===== src/rtl/secure_door_ctrl_if.sv =====
// Keypad/door signal bundle for secure_door_ctrl.
// The keypad side is the master and the controller is the slave.
interface secure_door_ctrl_if #(
  parameter int DIGIT_W      = 4,
  parameter int MAX_ATTEMPTS = 3
);
  localparam int ATT_W = $clog2(MAX_ATTEMPTS + 1);

  logic [DIGIT_W-1:0] digit_in;
  logic               digit_valid;
  logic               enter;
  logic               door_lock;
  logic               alarm;
  logic [ATT_W-1:0]   attempt_count;
  logic [1:0]         state;

  modport master (
    output digit_in, digit_valid, enter,
    input  door_lock, alarm, attempt_count, state
  );

  modport slave (
    input  digit_in, digit_valid, enter,
    output door_lock, alarm, attempt_count, state
  );
endinterface


===== src/rtl/secure_door_ctrl.sv =====
// Keypad door lock: passcode entry, timed unlock, and a wrong-attempt alarm lockout.
// Optional feature macro PASSCODE_CHANGE_EN: the code can be rewritten while unlocked.
module secure_door_ctrl #(
  parameter int                          DIGIT_W        = 4,
  parameter int                          NUM_DIGITS     = 4,
  parameter logic [DIGIT_W*NUM_DIGITS-1:0] PASSCODE     = 16'hA5C3,
  parameter int                          MAX_ATTEMPTS   = 3,
  parameter int                          UNLOCK_CYCLES  = 50,
  parameter int                          LOCKOUT_CYCLES = 100
) (
  input logic               clock,
  input logic               clear,
  secure_door_ctrl_if.slave bus
);

  localparam int BUF_W   = DIGIT_W * NUM_DIGITS;
  localparam int CNT_W   = $clog2(NUM_DIGITS + 1);
  localparam int ATT_W   = $clog2(MAX_ATTEMPTS + 1);
  localparam int MAX_CYC = (UNLOCK_CYCLES > LOCKOUT_CYCLES) ? UNLOCK_CYCLES : LOCKOUT_CYCLES;
  localparam int TMR_W   = $clog2(MAX_CYC + 1);

  typedef enum logic [1:0] {
    ST_LOCKED   = 2'd0,
    ST_UNLOCKED = 2'd1,
    ST_LOCKOUT  = 2'd2
  } state_e;

  state_e             state_q, state_d;
  logic [BUF_W-1:0]   buf_q, buf_d;
  logic [CNT_W-1:0]   cnt_q, cnt_d;
  logic [ATT_W-1:0]   att_q, att_d;
  logic [TMR_W-1:0]   tmr_q, tmr_d;
  logic               lock_q, lock_d;
  logic               alarm_q, alarm_d;
  logic [BUF_W-1:0]   code_s;
  logic [BUF_W+DIGIT_W-1:0] wide_s;
  logic [BUF_W-1:0]   shifted_s;
  logic [CNT_W-1:0]   cnt_inc_s;
  logic               full_s;

`ifdef PASSCODE_CHANGE_EN
  logic [BUF_W-1:0]   code_q, code_d;
  assign code_s = code_q;
`else
  assign code_s = PASSCODE;
`endif

  // New digit enters LSB-side; the oldest digit falls off the top.
  assign wide_s    = {buf_q, bus.digit_in};
  assign shifted_s = wide_s[BUF_W-1:0];
  assign full_s    = (cnt_q == CNT_W'(NUM_DIGITS));
  assign cnt_inc_s = full_s ? cnt_q : cnt_q + CNT_W'(1);

  // Next-state and registered-output logic.
  always_comb begin
    state_d = state_q;
    buf_d   = buf_q;
    cnt_d   = cnt_q;
    att_d   = att_q;
    tmr_d   = tmr_q;
    lock_d  = lock_q;
    alarm_d = alarm_q;
`ifdef PASSCODE_CHANGE_EN
    code_d  = code_q;
`endif
    case (state_q)
      ST_LOCKED: begin
        if (bus.enter) begin
          buf_d = {BUF_W{1'b0}};
          cnt_d = {CNT_W{1'b0}};
          if (full_s && (buf_q == code_s)) begin
            state_d = ST_UNLOCKED;
            lock_d  = 1'b0;
            att_d   = {ATT_W{1'b0}};
            tmr_d   = TMR_W'(UNLOCK_CYCLES - 1);
          end else if (att_q == ATT_W'(MAX_ATTEMPTS - 1)) begin
            state_d = ST_LOCKOUT;
            alarm_d = 1'b1;
            att_d   = ATT_W'(MAX_ATTEMPTS);
            tmr_d   = TMR_W'(LOCKOUT_CYCLES - 1);
          end else begin
            att_d = att_q + ATT_W'(1);
          end
        end else if (bus.digit_valid) begin
          buf_d = shifted_s;
          cnt_d = cnt_inc_s;
        end else begin
          buf_d = buf_q;
        end
      end
      ST_UNLOCKED: begin
        if (tmr_q == TMR_W'(0)) begin
          state_d = ST_LOCKED;
          lock_d  = 1'b1;
          buf_d   = {BUF_W{1'b0}};
          cnt_d   = {CNT_W{1'b0}};
        end else begin
          tmr_d = tmr_q - TMR_W'(1);
        end
`ifdef PASSCODE_CHANGE_EN
        // A full entry rewrites the code and restarts the open window.
        if (bus.enter) begin
          buf_d = {BUF_W{1'b0}};
          cnt_d = {CNT_W{1'b0}};
          if (full_s) begin
            code_d  = buf_q;
            tmr_d   = TMR_W'(UNLOCK_CYCLES - 1);
            state_d = ST_UNLOCKED;
            lock_d  = 1'b0;
          end else begin
            code_d = code_q;
          end
        end else if (bus.digit_valid && (tmr_q != TMR_W'(0))) begin
          buf_d = shifted_s;
          cnt_d = cnt_inc_s;
        end else begin
          code_d = code_q;
        end
`endif
      end
      ST_LOCKOUT: begin
        if (tmr_q == TMR_W'(0)) begin
          state_d = ST_LOCKED;
          alarm_d = 1'b0;
          att_d   = {ATT_W{1'b0}};
        end else begin
          tmr_d = tmr_q - TMR_W'(1);
        end
      end
      default: begin
        state_d = ST_LOCKED;
        lock_d  = 1'b1;
        alarm_d = 1'b0;
      end
    endcase
  end

  // State and datapath registers with synchronous clear.
  always_ff @(posedge clock) begin
    if (clear) begin
      state_q <= ST_LOCKED;
      buf_q   <= {BUF_W{1'b0}};
      cnt_q   <= {CNT_W{1'b0}};
      att_q   <= {ATT_W{1'b0}};
      tmr_q   <= {TMR_W{1'b0}};
      lock_q  <= 1'b1;
      alarm_q <= 1'b0;
`ifdef PASSCODE_CHANGE_EN
      code_q  <= PASSCODE;
`endif
    end else begin
      state_q <= state_d;
      buf_q   <= buf_d;
      cnt_q   <= cnt_d;
      att_q   <= att_d;
      tmr_q   <= tmr_d;
      lock_q  <= lock_d;
      alarm_q <= alarm_d;
`ifdef PASSCODE_CHANGE_EN
      code_q  <= code_d;
`endif
    end
  end

  assign bus.door_lock     = lock_q;
  assign bus.alarm         = alarm_q;
  assign bus.attempt_count = att_q;
  assign bus.state         = state_q;

endmodule


===== src/flat_wrapper.sv =====
// flat-port wrapper written by rule: the top's interface ports become plain ports
module secure_door_ctrl_flat 
#(
  parameter int                          DIGIT_W        = 4,
  parameter int                          NUM_DIGITS     = 4,
  parameter logic [DIGIT_W*NUM_DIGITS-1:0] PASSCODE     = 16'hA5C3,
  parameter int                          MAX_ATTEMPTS   = 3,
  parameter int                          UNLOCK_CYCLES  = 50,
  parameter int                          LOCKOUT_CYCLES = 100
)
  (clock, clear, bus_digit_in, bus_digit_valid, bus_enter, bus_door_lock, bus_alarm, bus_attempt_count, bus_state);
  secure_door_ctrl_if #(.DIGIT_W(DIGIT_W), .MAX_ATTEMPTS(MAX_ATTEMPTS)) bus_i ();
  input logic clock;
  input logic clear;
  input wire logic [$bits(bus_i.digit_in)-1:0] bus_digit_in;
  input wire logic [$bits(bus_i.digit_valid)-1:0] bus_digit_valid;
  input wire logic [$bits(bus_i.enter)-1:0] bus_enter;
  output wire logic [$bits(bus_i.door_lock)-1:0] bus_door_lock;
  output wire logic [$bits(bus_i.alarm)-1:0] bus_alarm;
  output wire logic [$bits(bus_i.attempt_count)-1:0] bus_attempt_count;
  output wire logic [$bits(bus_i.state)-1:0] bus_state;
  assign bus_i.digit_in = bus_digit_in;
  assign bus_i.digit_valid = bus_digit_valid;
  assign bus_i.enter = bus_enter;
  assign bus_door_lock = bus_i.door_lock;
  assign bus_alarm = bus_i.alarm;
  assign bus_attempt_count = bus_i.attempt_count;
  assign bus_state = bus_i.state;
  secure_door_ctrl #(.DIGIT_W(DIGIT_W), .NUM_DIGITS(NUM_DIGITS), .PASSCODE(PASSCODE), .MAX_ATTEMPTS(MAX_ATTEMPTS), .UNLOCK_CYCLES(UNLOCK_CYCLES), .LOCKOUT_CYCLES(LOCKOUT_CYCLES)) u_core (.clock(clock), .clear(clear), .bus(bus_i));
endmodule

===== config.mk =====
export PLATFORM = sky130hd
export DESIGN_NAME = secure_door_ctrl_flat
export DESIGN_NICKNAME = d
export VERILOG_FILES = /design/src/rtl/secure_door_ctrl_if.sv /design/src/rtl/secure_door_ctrl.sv /design/src/flat_wrapper.sv
export SDC_FILE = /design/constraint.sdc
export NUM_CORES = 1
export LEC_CHECK = 0
export CAP_MARGIN = 20
export CORE_MARGIN = 2
export CORE_UTILIZATION = 40
export CTS_CLUSTER_DIAMETER = 150
export DETAILED_ROUTE_END_ITERATION = 8
export SLEW_MARGIN = 40
export SYNTH_ARGS = -nofsm -noshare
export SYNTH_HDL_FRONTEND = slang
export SYNTH_SLANG_ARGS = --single-unit

===== constraint.sdc =====
create_clock -name clock -period 2.7 [get_ports clock]
set_input_delay 0.675 -clock clock [delete_from_list [all_inputs] [get_ports clock]]
set_output_delay 0.675 -clock clock [all_outputs]
set_load 0.05 [all_outputs]

==> impl_metrics.yaml <==
run_status:
  status: "completed"
place:
  port_buffers: 13
  hpwl_um: 2590
  gp_congestion: 0.814
cts:
  cts_num_sinks: 32
  clockBufferDepth: 2
  postCtsSetupBuffers: 0
  cts-root-buf: "clkbuf_8"
  cts-htree-levels: 2
  cts_tree: "done"
  numCtsBuffers: 5
  cts_hold_buf: 0
  clk_pin_slew_ns: 0.07
  ctsResizeCount: 0
  insertion_delay_ns: 0.28
flow_run:
  drv_cap: 0
detailed_routing:
  via_per_inst: 5.62
  drt-pass1-iter-count: 5
  drtIter0Drc: 86
  drc: 0
  route.vias.total: 1550
  wl_um: 3760
  wl_per_cell_um: 13.6
  ant_nets: 0
floorplanning:
  die_h_um: 69.3
  initial_core_util_pct: 42.0
  fp-row-count: 23
  die_x_um: 69.3
  core_um2: 4060
  die-area_um2: 4800
  ios: 14
synth:
  synth_cells: 207
  ys_warn_count: 0
  ys_seq_area_share_pct: 37.6
  synth_seq_cells: 32
  synth_area_um2: 1710
  synth_flop_cell: "dfxtp_1"
  synth-edff-count: 0
  synth_fp_nets: 223
  synthArstFlopShare_pct: 0
  syn_avg_cell_area_um2: 8.24
  ys_types: 44
setup_path:
  crit_fanout: 8
  rrSetupSlack_ns: 0.49
  crit_slowest_cell: "or4b_1"
  reg2reg_from: "u_core.buf_q[3]"
  rr_worst_depth: 5
  crit_chain: "or4b_1 -> or3_4 -> o31a_1 -> or3_1 -> a21oi_1"
  endpoint_kind: "flop"
  cp.arrival_ns: 2.42
  worst-path-buf-inv: 0
  cp_top_family: "simple AND/OR/NAND/NOR gates"
  required_ns: 2.91
  slowest_delay_ns: 0.52
  cp-startpoint: "u_core.buf_q[3]"
  r2r-end: "u_core.tmr_q[3]"
  crit_type: "flop to flop"
  cp-start-kind: "flop"
power_and_ir_drop:
  vdd_drop_max_mv: 0.355
  switching_power_mw: 0.705
  pwr-share-clk_pct: 25.5
  power_frac_comb_pct: 42.1
  total_power_mw: 1.80
  switching_share_pct: 39.3
  power.density_nw_per_um2: 895
  leakage_nw: 0.714
  power_frac_seq_pct: 32.3
  p_int_mw: 1.09
hold_path:
  whs_endpoint: "u_core.buf_q[13]"
  hold_depth: 2
  min_from: "u_core.buf_q[13]"
  hold_class: "flop to flop"
global_route:
  grt_pass1_wl_um: 6640
  grt_max_degree: 19
  antenna_found_initial: 0
  grt_pass1_vias: 1479
  grt.overflow.total: 0
  grt_usage_pct: 16.5
final_layout:
  final_common_cell: "dfxtp_1"
  areaGrowthSynthToFinish_pct: 17.7
  drive_gt1_share_pct: 11.9
  final_cell_mix: "dfxtp_1 (32), a21oi_1 (28), nand2_1 (26)"
  layout.nets: 241
  antenna_cells: 0
sta:
  clock_skew_ns: 0.00316
  worst_pin_slew_ns: 0.491
  timing.final.crit_share_pct: 81.7
  maxSlewHeadroom_pct: 67.2
  post-route-min-period_ns: 2.21
  fin_tns_setup_ns: 0
  grt_setup_unrepaired: "no"
  setup_violations: 0
  hold_slack_ns: 0.447
  hold_viol: 0
  final_max_slew_viol_count: 0
  fmax_mhz: 453
==> synth_stat cells (3+ instances only) <==
cell / count / share of area (%)
o21ai_0: 5 / 1.5
dfxtp_1: 32 / 38
nor2_1: 10 / 2.2
nand2_1: 26 / 5.7
inv_1: 9 / 2.0
nor3_1: 3 / 0.88
nand4b_1: 3 / 1.5
ha_1: 8 / 5.9
clkbuf_1: 10 / 2.2
nand3_1: 23 / 6.7
nand2b_1: 6 / 2.2
a21oi_1: 28 / 8.2
==> kinds of logic (layout without fill, tap and decap cells) <==
family	count (synthesis)	count (layout)	share of synthesized area [%]
AOI/OAI and AO/OA	57	57	21.8
adders and majority gates	8	8	5.87
buffers and inverters	20	39	6.09
DFF	32	32	37.6
muxes	2	2	1.17
and+or+nand+nor	88	88	27.5
==> tightest hold or removal path, cell delays in order (launching register included) <==
cell     delay [ns]
dfxtp_1        0.31
nand2_1        0.05
a21oi_1        0.05
==> sequential cells by signal, indices dropped and copies added (netlist names) <==
register,flops
u_core.buf_q,16
u_core.tmr_q,7
u_core.cnt_q,3
u_core.bus.attempt_count,2
u_core.bus.state,2
u_core.bus.alarm,1
u_core.bus.door_lock,1
==> worst max-delay path by stage <==
stage / endpoint / cells past startpoint
floorplan: u_core.buf_q[10] / 7
global placement: u_core.tmr_q[3] / 6
detailed placement: u_core.tmr_q[3] / 6
CTS: u_core.tmr_q[3] / 5
global route: u_core.tmr_q[6] / 5
finish: u_core.tmr_q[3] / 5
==> power groups by stage <==
stage          clock, mW  combinational (mW)  sequential (mW)
2_1_floorplan          0               0.490            0.640
3_3_place_gp           0               0.753            0.590
3_5_place_dp           0               0.750            0.591
4_1_cts            0.473               0.753            0.580
5_1_grt            0.485               0.853            0.589
6_report           0.459               0.756            0.581
==> area by class of cell <==
type	instances	area (um2)
clock buffers	5	68.8
clock inverters	3	42.5
fillers	397	2050
inverters	9	33.8
multi-input cells	155	961
flip-flops and latches	32	641
well taps	50	62.6
repair buffers	22	198
==> metrics by stage <==
step	setup slack, ns	utilization (%)	cells	area (um2)
floorplan	0.508	-	207	1710
CTS	0.489	49.5	276	2010
global route	0.373	49.5	276	2010
detailed placement	0.248	46.7	268	1900
global placement	0.285	46.7	268	1900
finish	0.494	49.5	276	2010
==> layer usage <==
layer  vias up  global-route usage [%]  wire length (um)
li1        793                       -                 -
met1       728                    21.7              1850
met2        27                    27.2              1740
met3         2                    3.49               139
met4         0                    4.58                28
met5         -                       0                 0
Power figures use the tool's default switching activity.
